## config.mk

```make
export PLATFORM = sky130hd
export DESIGN_NAME = reg_scoreboard
export DESIGN_NICKNAME = d
export VERILOG_FILES = /design/src/rtl/reg_scoreboard.sv
export SDC_FILE = /design/constraint.sdc
export NUM_CORES = 1
export LEC_CHECK = 0
export CORE_MARGIN = 2
export CORE_UTILIZATION = 35
export DETAILED_ROUTE_END_ITERATION = 7
export PLACE_DENSITY_LB_ADDON = 0.2
export SYNTH_ARGS = -nofsm -noshare
export SYNTH_HDL_FRONTEND = slang
export SYNTH_SLANG_ARGS = --single-unit
```

## constraint.sdc

```tcl
create_clock -name clk -period 7 [get_ports clk]
set_input_delay 1.4 -clock clk [delete_from_list [all_inputs] [get_ports clk]]
set_output_delay 1.4 -clock clk [all_outputs]
set_load 0.005 [all_outputs]
```

## src/rtl/reg_scoreboard.sv

```systemverilog
// Per-register scoreboard for the in-order RV64 ID stage: tracks in-flight destinations
// with a forwardability countdown and a pending-writer count, and makes the stall/issue call.
module reg_scoreboard #(
    parameter int REG_ADDR_WIDTH = 5,
    parameter int NUM_REGS       = 32,
    parameter int LAT_W          = 3,
    parameter int PEND_W         = 2,
    parameter int PERF_W         = 16
) (
    input  logic                      clk,
    input  logic                      rst,
    input  logic                      id_valid,
    input  logic [REG_ADDR_WIDTH-1:0] id_rs1,
    input  logic                      id_rs1_used,
    input  logic [REG_ADDR_WIDTH-1:0] id_rs2,
    input  logic                      id_rs2_used,
    input  logic [REG_ADDR_WIDTH-1:0] id_rd,
    input  logic                      id_rd_we,
    input  logic [LAT_W-1:0]          id_lat,
    input  logic                      hold,
    input  logic                      flush,
    input  logic                      wb_valid,
    input  logic [REG_ADDR_WIDTH-1:0] wb_rd,
    output logic                      stall,
    output logic                      issue,
    output logic [NUM_REGS-1:0]       busy_vec,
    output logic [PERF_W-1:0]         stall_cycles
);

    logic [LAT_W-1:0]  cnt  [NUM_REGS];
    logic [PEND_W-1:0] pend [NUM_REGS];

    logic [LAT_W-1:0]    eff_lat;
    logic                raw_rs1;
    logic                raw_rs2;
    logic                waw;
    logic                do_wr;
    logic                wb_ok;
    logic [NUM_REGS-1:0] iss_hit;
    logic [NUM_REGS-1:0] wb_hit;

    function automatic logic [PERF_W-1:0] sat_inc(input logic [PERF_W-1:0] v);
        return (&v) ? v : v + 1'b1;
    endfunction

    // Hazard detection and issue decision are purely combinational on current state.
    always_comb begin
        eff_lat = (id_lat == '0) ? LAT_W'(1) : id_lat;
        raw_rs1 = id_rs1_used && (id_rs1 != '0) && (cnt[id_rs1] != '0);
        raw_rs2 = id_rs2_used && (id_rs2 != '0) && (cnt[id_rs2] != '0);
        waw     = id_rd_we && (id_rd != '0) &&
                  ((cnt[id_rd] >= eff_lat) || (pend[id_rd] == '1));
        stall   = id_valid && !flush && (raw_rs1 || raw_rs2 || waw);
        issue   = id_valid && !flush && !hold && !stall;
        do_wr   = issue && id_rd_we && (id_rd != '0);
        wb_ok   = wb_valid && (wb_rd != '0) && (pend[wb_rd] != '0);
    end

    always_comb begin
        iss_hit  = '0;
        wb_hit   = '0;
        busy_vec = '0;
        for (int i = 1; i < NUM_REGS; i++) begin
            iss_hit[i]  = do_wr && (id_rd == REG_ADDR_WIDTH'(i));
            wb_hit[i]   = wb_ok && (wb_rd == REG_ADDR_WIDTH'(i));
            busy_vec[i] = (pend[i] != '0);
        end
    end

    // Register 0 is never written after reset, so it can never look busy or hazardous.
    always_ff @(posedge clk) begin
        if (rst) begin
            for (int i = 0; i < NUM_REGS; i++) begin
                cnt[i]  <= '0;
                pend[i] <= '0;
            end
            stall_cycles <= '0;
        end else begin
            if (!hold) begin
                for (int i = 1; i < NUM_REGS; i++) begin
                    if (iss_hit[i]) begin
                        cnt[i] <= eff_lat - LAT_W'(1);
                    end else if (cnt[i] != '0) begin
                        cnt[i] <= cnt[i] - LAT_W'(1);
                    end
                end
                if (stall) begin
                    stall_cycles <= sat_inc(stall_cycles);
                end
            end
            // Writeback is older than any backend stall, so it retires even under hold.
            for (int i = 1; i < NUM_REGS; i++) begin
                if (iss_hit[i] && !wb_hit[i]) begin
                    pend[i] <= pend[i] + PEND_W'(1);
                end else if (wb_hit[i] && !iss_hit[i]) begin
                    pend[i] <= pend[i] - PEND_W'(1);
                end
            end
        end
    end

    a_wb_pending: assert property (@(posedge clk) disable iff (rst)
        (wb_valid && (wb_rd != '0)) |-> (pend[wb_rd] != '0));

endmodule

```

**After elaboration in Yosys (flattened, before gate mapping)**

Memories as Yosys holds them, arrays and structs flattened.
Index checks and enable logic that the tools add are counted.

- Add/sub/neg operators: 95
- $lt $le $gt $ge: 1
- Equality and inequality tests: 63
- Mux-type cells: 623
- Bitwise gates (word level): 126
- Reductions and logical operators: 278

Operators with widths:

| operator | number |
|---|---|
| $mux W1 | 498 |
| $mux W3 | 63 |
| $eq A5 B5 Y1 const B | 32 |
| $logic_and A1 B1 Y1 | 138 |
| $mux W2 | 62 |
| $or A1 B1 Y1 | 124 |
| $reduce_bool A3 Y1 | 33 |
| $sub A3 B1 Y3 const B | 32 |
| $eq A5 B4 Y1 const B | 16 |
| $logic_not A1 Y1 | 65 |
| $reduce_bool A2 Y1 | 32 |
| $add A2 B1 Y2 const B | 31 |
| $sub A2 B1 Y2 const B | 31 |
| $eq A5 B3 Y1 const B | 8 |
| $eq A5 B2 Y1 const B | 4 |
| $reduce_bool A5 Y1 | 4 |
| $add A16 B1 Y16 const B | 1 |
| $reduce_and A16 Y1 | 1 |
| $eq A5 B1 Y1 const B | 2 |
| $ge A3 B3 Y1 | 1 |
| $logic_not A3 Y1 | 1 |
| $logic_or A1 B1 Y1 | 3 |
| $reduce_and A3 Y1 | 1 |
| $eq A2 B2 Y1 const B | 1 |
| $not A1 Y1 | 2 |

- Register bits: 16
- RAM bits: 160
- Output and inout port bits: 50
- Memories kept: 2

Memory list:

| name | words | width | rd ports | clocked after memory_dff | write ports | RTL line | text |
|---|---|---|---|---|---|---|---|
| cnt | 32 | 3 | 34 | 0 | 32 | 30 | `logic [LAT_W-1:0] cnt [NUM_REGS];` |
| pend | 32 | 2 | 33 | 0 | 32 | 31 | `logic [PEND_W-1:0] pend [NUM_REGS];` |

**Depth between registers and ports, before layout**

Gate-level depths: netlist of run 1.

- Depth in word-level cells: 19
- Gate-level depth with buffers: 19
- Mapped depth without buffers: 13

**Least setup slack after synthesis of run 1**

No wires, ideal clock.

- Kind: input port to output port
- Start point: input port id_rd[0]
- End point: output port issue
- Data arrival time: 5.599 ns
- Setup slack: 0.001 ns
- Stages: 16
- Path through: buf_2 > buf_2 > buf_2 > buf_1 > mux4_2 > mux4_2 > mux2i_1 > ha_1 > nand2b_1 > a21o_1 > a21oi_1 > a31oi_1 > a311oi_1 > clkbuf_1 > clkbuf_1 > and2_1

- Cells in the longest elaborated chain, start to end: 8

Ends and longest elaborated chain:

| element | RTL line | text |
|---|---|---|
| from (decl) | 17 | `input logic [REG_ADDR_WIDTH-1:0] id_rd,` |
| $mem_v2 Z32 W3 / $mem_v2 Z32 W2 (equally long branches) | -- |  |
| $ge A3 B3 Y1 / $eq A2 B2 Y1 (equally long branches) | 52 | `((cnt[id_rd] >= eff_lat) \|\| (pend[id_rd] == '1));` |
| $logic_or A1 B1 Y1 | 52 |  |
| $logic_and A1 B1 Y1 * | 51 | `waw = id_rd_we && (id_rd != '0) &&` |
| $logic_or A1 B1 Y1 * | 53 | `stall = id_valid && !flush && (raw_rs1 \|\| raw_rs2 \|\| waw);` |
| $logic_and A1 B1 Y1 * | 53 |  |
| $logic_not A1 Y1 * | 54 | `issue = id_valid && !flush && !hold && !stall;` |
| $logic_and A1 B1 Y1 * | 54 |  |
| to (decl) | 25 | `output logic issue,` |

Mark *: on every way between the ends. The rest lies on a longest branch, timed or not.

**Worst setup path after layout of run 1**

- Start point: input port id_rd[1]
- End point: output port issue

The elaborated chain is that of the path after synthesis.

==> results of run 1 <==
==> flip-flops by register name, indices dropped and copies added, names as in the netlist <==
register / flops
stall_cycles: 16
pend: 62
cnt: 93
==> routing by layer <==
layer	up-vias	GRT usage (%)
met5	-	0
met3	45	3.84
met1	5763	29.5
li1	5458	-
met2	371	35.4
met4	2	4.71
==> cells in the final DEF, fill, tap and decap left out, types with 4 or more instances in the layout <==
cell type / instances
sky130_fd_sc_hd__a2111oi_0: 4
sky130_fd_sc_hd__dfxtp_1: 16
sky130_fd_sc_hd__mux2_2: 67
sky130_fd_sc_hd__nor4b_1: 7
sky130_fd_sc_hd__nor3_1: 57
sky130_fd_sc_hd__nor4_4: 11
sky130_fd_sc_hd__nand4_1: 14
sky130_fd_sc_hd__a21oi_1: 76
sky130_fd_sc_hd__xor2_1: 38
sky130_fd_sc_hd__clkinv_4: 4
sky130_fd_sc_hd__a31oi_1: 8
sky130_fd_sc_hd__edfxtp_1: 155
sky130_fd_sc_hd__nor4_2: 12
sky130_fd_sc_hd__mux2i_1: 33
sky130_fd_sc_hd__or4_1: 12
sky130_fd_sc_hd__clkdlybuf4s50_1: 77
sky130_fd_sc_hd__inv_1: 93
sky130_fd_sc_hd__and2_1: 7
sky130_fd_sc_hd__a21o_1: 9
sky130_fd_sc_hd__nor2b_1: 39
sky130_fd_sc_hd__clkbuf_16: 17
sky130_fd_sc_hd__mux4_2: 42
sky130_fd_sc_hd__o21ai_0: 40
sky130_fd_sc_hd__nand3_1: 44
sky130_fd_sc_hd__nor2_1: 144
sky130_fd_sc_hd__xnor2_1: 35
sky130_fd_sc_hd__o31ai_1: 6
sky130_fd_sc_hd__a31o_2: 4
sky130_fd_sc_hd__a211oi_1: 7
sky130_fd_sc_hd__nand2_1: 124
sky130_fd_sc_hd__inv_6: 5
sky130_fd_sc_hd__nor4_1: 22
sky130_fd_sc_hd__nand2b_1: 24
sky130_fd_sc_hd__or2_2: 32
sky130_fd_sc_hd__ha_1: 68
sky130_fd_sc_hd__or3_1: 63
sky130_fd_sc_hd__buf_4: 37
sky130_fd_sc_hd__o21a_1: 4
sky130_fd_sc_hd__and3_1: 6
==> cells by family (layout without fill, tap and decap cells) <==
| group | Yosys count | after routing | share of synthesized area (%) |
|---|---|---|---|
| and+or+nand+nor | 634 | 634 | 24.8 |
| buffers and inverters | 188 | 244 | 5.37 |
| adders and majority gates | 68 | 68 | 6.07 |
| xor gates and xnor gates | 73 | 73 | 4.56 |
| muxes | 142 | 142 | 14.5 |
| other | 1 | 1 | 0.0267 |
| DFF | 171 | 171 | 35.5 |
| AOI/OAI and AO/OA | 202 | 202 | 9.27 |
==> through the flow <==
stage               std cells  setup slack [ps]  hold slack, ps
global route             2060               130             538
finish                   2060               312             491
CTS                      2060              96.2             501
floorplan                1479              1.27             476
detailed placement       2028               124             490
global placement         2028               131             479
==> critical path: stages <==
cell and delay, ps:
sky130_fd_sc_hd__buf_2 390, sky130_fd_sc_hd__buf_4 290, sky130_fd_sc_hd__mux4_2 320, sky130_fd_sc_hd__mux4_2 480, sky130_fd_sc_hd__mux2i_1 150, sky130_fd_sc_hd__ha_1 240, sky130_fd_sc_hd__nand2b_1 140, sky130_fd_sc_hd__a21o_1 180
sky130_fd_sc_hd__a21oi_1 330, sky130_fd_sc_hd__a31oi_1 170, sky130_fd_sc_hd__a311oi_2 480, sky130_fd_sc_hd__and2_1 200, sky130_fd_sc_hd__clkdlybuf4s50_1 490
==> report_power, final <==
part	switching [W]	leakage [nW]	internal, W
registers	0.000154	1.76	0.00125
clock network	0.000458	0.271	0.000471
logic	0.000469	3.81	0.000404
total	0.00108	5.84	0.00213
==> final timing paths <==
| kind | to | slack (ps) | cells after the start |
|---|---|---|---|
| worst max-delay path | issue | 310 | 13 |
| worst min-delay path | stall_cycles[15] | 490 | 2 |
| worst max register to register | pend[8][1] | 2350 | 12 |
| worst min register to register | stall_cycles[15] | 490 | 2 |
==> area by class of cell <==
| type | count | share of cell area (%) |
|---|---|---|
| inverters | 96 | 2.27 |
| well taps | 525 | 4.13 |
| flip-flops and latches | 171 | 31.3 |
| clock inverters | 14 | 0.700 |
| repair buffers | 116 | 6.67 |
| clock buffers | 18 | 2.76 |
| multi-input cells | 1120 | 52.2 |
==> summary by stage, run 1 <==
Critical path
The critical setup path kind is primary input to primary output. STA classifies the critical path startpoint as a primary input. The first element of the critical path is id_rd[1]. The worst register-to-register path begins at cnt[7][0].

At the worst endpoint, the arrival time is 5290 ps. The critical path endpoint category is a primary output. In this run the worst path has a maximum fanout of 18. The required time at the endpoint of the critical path is 5600 ps.

STA
Setup repair after global routing left no endpoint under its margin. The maximum clock frequency is 150 MHz. Dividing the final minimum period by the clock period gives 95.5%.

The final hold violation count was 0. For the pin with the worst max-slew slack, the measured transition is 964 ps. The final-report max-slew violation count is 0. The accumulated negative setup slack is 0 ps. The time the final worst path needs with I/O delays and setup is 6690 ps. The worst slew margin relative to its limit is 35.5%.

The final-report setup violation count is 0. On the final layout, the worst clock skew is 16.1 ps.

Finish
Of the cells placed in the final design, the portion with a size suffix greater than 1 is 16.3%. The final instance area is 15900 um2. The final net count is 1622. The area of the multi-input gates is 8300 um2.

0 antenna diodes ended up in the layout. For this run, the share of the core covered by cells in the final layout is 40.1%. The area growth from synthesis to layout is 13.4%. The filler cells instantiated in the layout total 3962. The sequential cell area is 4970 um2.

Detailed routing
The met2 wirelength from detailed routing is 20.8 mm. The wire length the detailed router placed on met1 is 20.0 mm. Summing over every cut layer, the via total after detailed routing is 11.6k.

The post-route antenna net violation count is 0. The detailed router finished its first iteration with 875 violations. The per-cell routed wire length is 21.4 um. Using the TritonRoute via totals, the vias-per-cell ratio works out to 5.65.

The number of DRC violations after detailed routing is 0. The final wirelength is 44.1 mm. After detailed routing, the met3 layer carries 2.73 mm of wire. The number of optimization iterations in the first detailed-route pass is 6. Routed signal wires occupy layers up through met5.

Synthesis
The synthesized netlist occupies a cell area of 14000 um2. The commonest cells after synthesis are sky130_fd_sc_hd__edfxtp_1 (155), sky130_fd_sc_hd__nor2_1 (145), sky130_fd_sc_hd__nand2_1 (124). The count of state elements after synthesis is 171. Dividing the synthesized area by the synthesized cell count gives 9.48 um2. Sequential elements use 35.5% of the synthesized area. Summed over all instances, the cell type with the most area after synthesis is sky130_fd_sc_hd__edfxtp_1.

Yosys mapped a number of flops with a built-in enable equal to 155. In the synthesized netlist the dominant register cell turns out to be sky130_fd_sc_hd__edfxtp_1. After synthesis, the cell types taking the most area are sky130_fd_sc_hd__edfxtp_1 (33%), sky130_fd_sc_hd__mux4_2 (6.7%), sky130_fd_sc_hd__ha_1 (6.1%). The yosys synthesis warning count is 0.

Counting distinct cell types in the post-synthesis netlist gives 78. In the synthesized netlist the async set-or-reset flop fraction comes to 0%. The net count of the mapped netlist is 1579. The gate count of the mapped netlist is 1479. The proportion of netlist area held by the largest area contributor is 33.2%. The library cell with the highest instance count after synthesis is sky130_fd_sc_hd__edfxtp_1.

Place
The last weighted congestion value of the routability-driven placer is 0.844. The detailed placement HPWL is 32.8 mm. In this run the cell area measured after placement is 15400 um2. In this run the tool buffered the top-level ports with 80 buffer cells.

Clocking
The insertion delay to the later sink of the worst-skew pair is 460 ps. The number of H-tree levels is 4. CTS placed an instance of sky130_fd_sc_hd__clkbuf_16 at the clock tree root. The number of clock buffers added by TritonCTS is 17. The number of buffers added for setup after CTS is 0.

TritonCTS built the clock tree. After clock tree synthesis, the repair step resized 0 gates. The number of hold buffers added after cts is 0. The maximum root-to-sink buffer count is 2.

The tree built by TritonCTS fans out to 171 sinks. The clock transition time at the flip-flop clock pins of the worst setup and hold paths is 70 ps.

Global route
Summed over all layers, the global routing overflow is 0. The overall track demand over capacity in global routing is 21.5%. The initial antenna violation count was 2. The number of global-route vias before repair is 11.4k. The first global-routing pass estimated 68.2 mm of wire. Entering global routing, the biggest net connects 55 pins.

Floorplanning
The total area inside the core boundary comes to 39600 um2. The die is 204 um wide. The number of top-level pins is 82. After floorplanning, the core was divided into 73 placement rows. For this configuration, the core starts out at a cell density of 35.4%. The die area is 41700 um2.

The die is 204 um tall.

Power and ir drop
The maximum resistive drop on vdd is 163 uV. The analysis attributes to cell leakage a power of 5.84 nW. The power per cell area is 202 nW/um2. The total power is 0.00321 W.

Run status
The run finished with clean final reports.

Flow run
The tool flagged a number of max-cap violations equal to 0.

Worst hold path
The worst hold path belongs to the class flip-flop to flip-flop. The startpoint identified for the worst hold timing path is stall_cycles[15].
No activity file was read; power rests on OpenSTA's default activity.
==> run 2, diff against run 1 <==
--- a/config.mk
+++ b/config.mk
@@ -7,6 +7,8 @@
 export LEC_CHECK = 0
 export CORE_MARGIN = 2
 export CORE_UTILIZATION = 35
+export CTS_CLUSTER_DIAMETER = 100
+export CTS_CLUSTER_SIZE = 40
 export DETAILED_ROUTE_END_ITERATION = 7
 export PLACE_DENSITY_LB_ADDON = 0.2
 export SYNTH_ARGS = -nofsm -noshare
==> results of run 2 <==
Same layout as run 1: the final DEF is identical, and so are final timing and power.
==> run 3, diff against run 2 <==
--- a/config.mk
+++ b/config.mk
@@ -5,7 +5,7 @@
 export SDC_FILE = /design/constraint.sdc
 export NUM_CORES = 1
 export LEC_CHECK = 0
-export CORE_MARGIN = 2
+export CORE_MARGIN = 8
 export CORE_UTILIZATION = 35
 export CTS_CLUSTER_DIAMETER = 100
 export CTS_CLUSTER_SIZE = 40
==> constraint.sdc (replaced) <==
create_clock -name clk -period 7.5 [get_ports clk]
set_input_delay 1.5 -clock clk [delete_from_list [all_inputs] [get_ports clk]]
set_output_delay 1.5 -clock clk [all_outputs]
set_load 0.005 [all_outputs]
==> run 3 against run 2 <==
Sequential power fell by 7%. Core utilization down 0.12 points. Critical path depth did not move. Worst setup slack gained 130 ps. Global-route usage decreased by 2.8 points. Hold slack better by 6.4 ps. Clock power decreased by 6.1%. Cell count fell by 0.29%. Count of clock-buffer cells in the layout is the same. Flip-flop and latch count stayed put. Register-to-register slack gained 530 ps. Die area is 12% higher. Highest routed layer is now met4.
==> summary by stage, run 3 (synthesis results as in run 1) <==
Finish
The non-filler instance count after layout came to 2054 (was 2060). The most common library cell in the layout ignoring fill and taps is sky130_fd_sc_hd__edfxtp_1 (unchanged). Most used cells in the layout excluding fill and tap cells: sky130_fd_sc_hd__edfxtp_1 (155), sky130_fd_sc_hd__nor2_1 (144), sky130_fd_sc_hd__nand2_1 (124), sky130_fd_sc_hd__inv_1 (93), sky130_fd_sc_hd__clkdlybuf4s50_1 (77) (unchanged). The count of fill cells added during filler insertion came to 3993 (was 3962). The area growth from synthesis to layout is 13.1% (was 13.4%). The fraction of layout cells with a size suffix above 1 is 15.8% (was 16.3%).

The register ranked first by flip-flop count is cnt (unchanged). The area of the multi-input gates is 8300 um2 (unchanged). Largest registers ranked by flip-flop count: cnt (93), pend (62), stall_cycles (16) (unchanged). The sequential cell area was 4970 um2 (unchanged). The final net count is 1616 (was 1622).

The number of flip-flops in the largest register is 93 (unchanged). The number of inserted diodes is 0 (unchanged).

Clocking
The number of clock buffers inserted by TritonCTS is 17 (unchanged). The total of cells resized after clock tree synthesis is 0 (unchanged). The buffer type at the clock tree root is sky130_fd_sc_hd__clkbuf_16 (unchanged). The TritonCTS clock tree is done (unchanged).

The number of hold buffers added after cts is 0 (unchanged). The number of H-tree levels is 4 (unchanged). The clock transition time at the flip-flop clock pins of the worst setup and hold paths came to 70 ps (about the same).

The maximum root-to-sink buffer count is 2 (unchanged). The insertion delay to the later sink of the worst-skew pair is 460 ps (about the same). The number of sinks handled by clock tree synthesis is 171 (unchanged). The number of buffers added for setup after CTS is 0 (unchanged).

Critical path
The critical setup path kind is primary input to primary output (unchanged). The launching point of the worst reg2reg path is cnt[7][0] (unchanged). The worst flop-to-flop path endpoint was cnt[17][1] (was pend[8][1]). The path depth of the worst reg2reg path was 12 (unchanged). The required time at the endpoint of the critical path is 6000 ps (was 5600 ps). The launching element type of the critical path is a primary input (unchanged). The setup slack of the most critical reg-to-reg path is 2880 ps (was 2350 ps). The largest fanout of any net on the critical path is 20 (was 18).

The critical path endpoint category is a primary output (unchanged). The arrival time of data at the critical path endpoint was 5560 ps (was 5290 ps). The first element of the critical path is id_rd[0] (was id_rd[1]). The timing endpoint of the critical path is issue (unchanged).

Global route
The first-pass GRT wire length is 68.4 mm (was 68.2 mm). The number of global-route vias before repair is 11.5k (was 11.4k). The pin count of the biggest net entering global routing was 57 (was 55). The initial antenna violation count is 0 (was 2).

The overall track demand over capacity in global routing came to 18.7% (was 21.5%). The total global routing overflow is 0 (unchanged).

Detailed routing
The number of optimization iterations in the first detailed-route pass was 6 (unchanged). The violation count after the first detailed-route iteration came to 1166 (was 875). The per-cell routed wire length is 21.7 um (was 21.4 um). The number of DRC violations after detailed routing was 0 (unchanged).

The via count normalized by instance count is 5.65 (about the same). The post-route antenna net violation count was 0 (unchanged). The final wirelength is 44.6 mm (was 44.1 mm). The total via count after detailed routing is 11.6k (about the same).

Floorplanning
The core footprint came to 39600 um2 (unchanged). The initial core utilization is 35.4% (unchanged). The number of top-level pins is 82 (unchanged). The die area was 46700 um2 (was 41700 um2).

The chip width is 216 um (was 204 um). The die extent in y is 216 um (was 204 um). The number of core rows is 73 (unchanged).

Power and ir drop
The maximum resistive drop on vdd was 166 uV (was 163 uV). The clock share of power is 29.0% (about the same). The share of total power in sequential cells is 43.8% (about the same). The cell internal power dissipation is 0.00200 W (was 0.00213 W). The leakage component of the power is 5.80 nW (was 5.84 nW). The total power is 0.00300 W (was 0.00321 W). The combinational cell fraction of total power is 27.2% (about the same). The switching power was 0.000999 W (was 0.00108 W). The switching power share of the total is 33.3% (was 33.7%). The power per cell area is 189 nW/um2 (was 202 nW/um2).

STA
The final hold violation count is 0 (unchanged). The final-report max-slew violation count is 0 (unchanged). The worst-case hold slack is 498 ps (was 491 ps). The worst slew margin relative to its limit is 16.8% (was 35.5%). RSZ-0062 raised after global routing: false (unchanged). The accumulated negative setup slack came to 0 ps (unchanged).

The final critical path takes up 94.1% of the cycle. The maximum clock frequency is 142 MHz. The time the final worst path needs with I/O delays and setup is 7060 ps.

The clock skew came to 15.4 ps (was 16.1 ps). The pin slew with the least headroom to its limit is 1250 ps (was 964 ps). The final-report setup violation count is 0 (unchanged).

Place
The detailed placement HPWL is 33.2 mm (was 32.8 mm). The last weighted congestion value of the routability-driven placer is 0.929 (was 0.844). The number of placed instances with taps included is 2022 (was 2028). The number of input and output port buffers inserted is 80 (unchanged).

Flow run
The max capacitance violation total is 0 (unchanged).

Worst hold path
The worst hold path class is flip-flop to flip-flop (unchanged).

Run status
Status: finished clean (unchanged).
==> run 3: cell count changes in the layout (fill, tap and decap cells not counted), sizes merged <==
cell	before	now
buf	38	33
bufinv	0	1
clkbuf	19	18
clkinv	8	7
clkinvlp	1	4
inv	101	98
==> run 3: power groups by stage <==
stage | Clock (W) | Sequential, W | Combinational (W)
2_1_floorplan | 0 | 0.00126 | 0.000616
3_3_place_gp | 0 | 0.00133 | 0.000792
3_5_place_dp | 0 | 0.00133 | 0.000809
4_1_cts | 0.000891 | 0.00131 | 0.000816
5_1_grt | 0.000919 | 0.00133 | 0.000910
6_report | 0.000872 | 0.00131 | 0.000816
==> run 3: per-layer routing <==
metal | vias up | global-route usage [%] | wire, um
li1 | 5447 | - | -
met1 | 5701 | 25.0 | 19800
met2 | 393 | 30.6 | 21100
met3 | 59 | 3.31 | 2690
met4 | 0 | 5.79 | 923
met5 | - | 0 | 0
==> run 3: worst max-delay path: stages <==
cell	delay, ps
sky130_fd_sc_hd__buf_2	500
sky130_fd_sc_hd__buf_4	420
sky130_fd_sc_hd__or3b_2	530
sky130_fd_sc_hd__o22ai_1	180
sky130_fd_sc_hd__a31oi_1	80
sky130_fd_sc_hd__a31oi_1	220
sky130_fd_sc_hd__ha_1	260
sky130_fd_sc_hd__a21o_1	160
sky130_fd_sc_hd__a21oi_1	350
sky130_fd_sc_hd__a31oi_1	160
sky130_fd_sc_hd__a311oi_2	480
sky130_fd_sc_hd__and2_1	190
sky130_fd_sc_hd__clkdlybuf4s50_1	500
==> run 3: per-stage QoR <==
stage | worst slack (ps) | utilization, % | cell area, um2
after detailed placement | 411 | 38.6 | 15300
final | 443 | 40.0 | 15900
after global routing | 162 | 40.0 | 15900
after global placement | 465 | 38.6 | 15300
after CTS | 415 | 40.0 | 15900
after floorplan | 301 | - | 14000
==> run 3: worst min path at each step <==
stage | startpoint | endpoint | slack (ps) | depth (start not counted)
after floorplan | stall_cycles[15] | stall_cycles[15] | 480 | 2
after global placement | stall_cycles[15] | stall_cycles[15] | 480 | 2
after detailed placement | stall_cycles[15] | stall_cycles[15] | 490 | 2
after CTS | stall_cycles[15] | stall_cycles[15] | 500 | 2
after global routing | stall_cycles[15] | stall_cycles[15] | 530 | 2
final | stall_cycles[15] | stall_cycles[15] | 500 | 2
==> run 3: area by class of cell <==
type                       count  share of cell area, %
sequential                   171                   31.4
timing repair buffer         110                   6.39
clock inverter                14                  0.757
inverter                      96                   2.27
tap                          525                   4.14
multi-input combinational   1120                   52.4
clock buffer                  18                   2.71
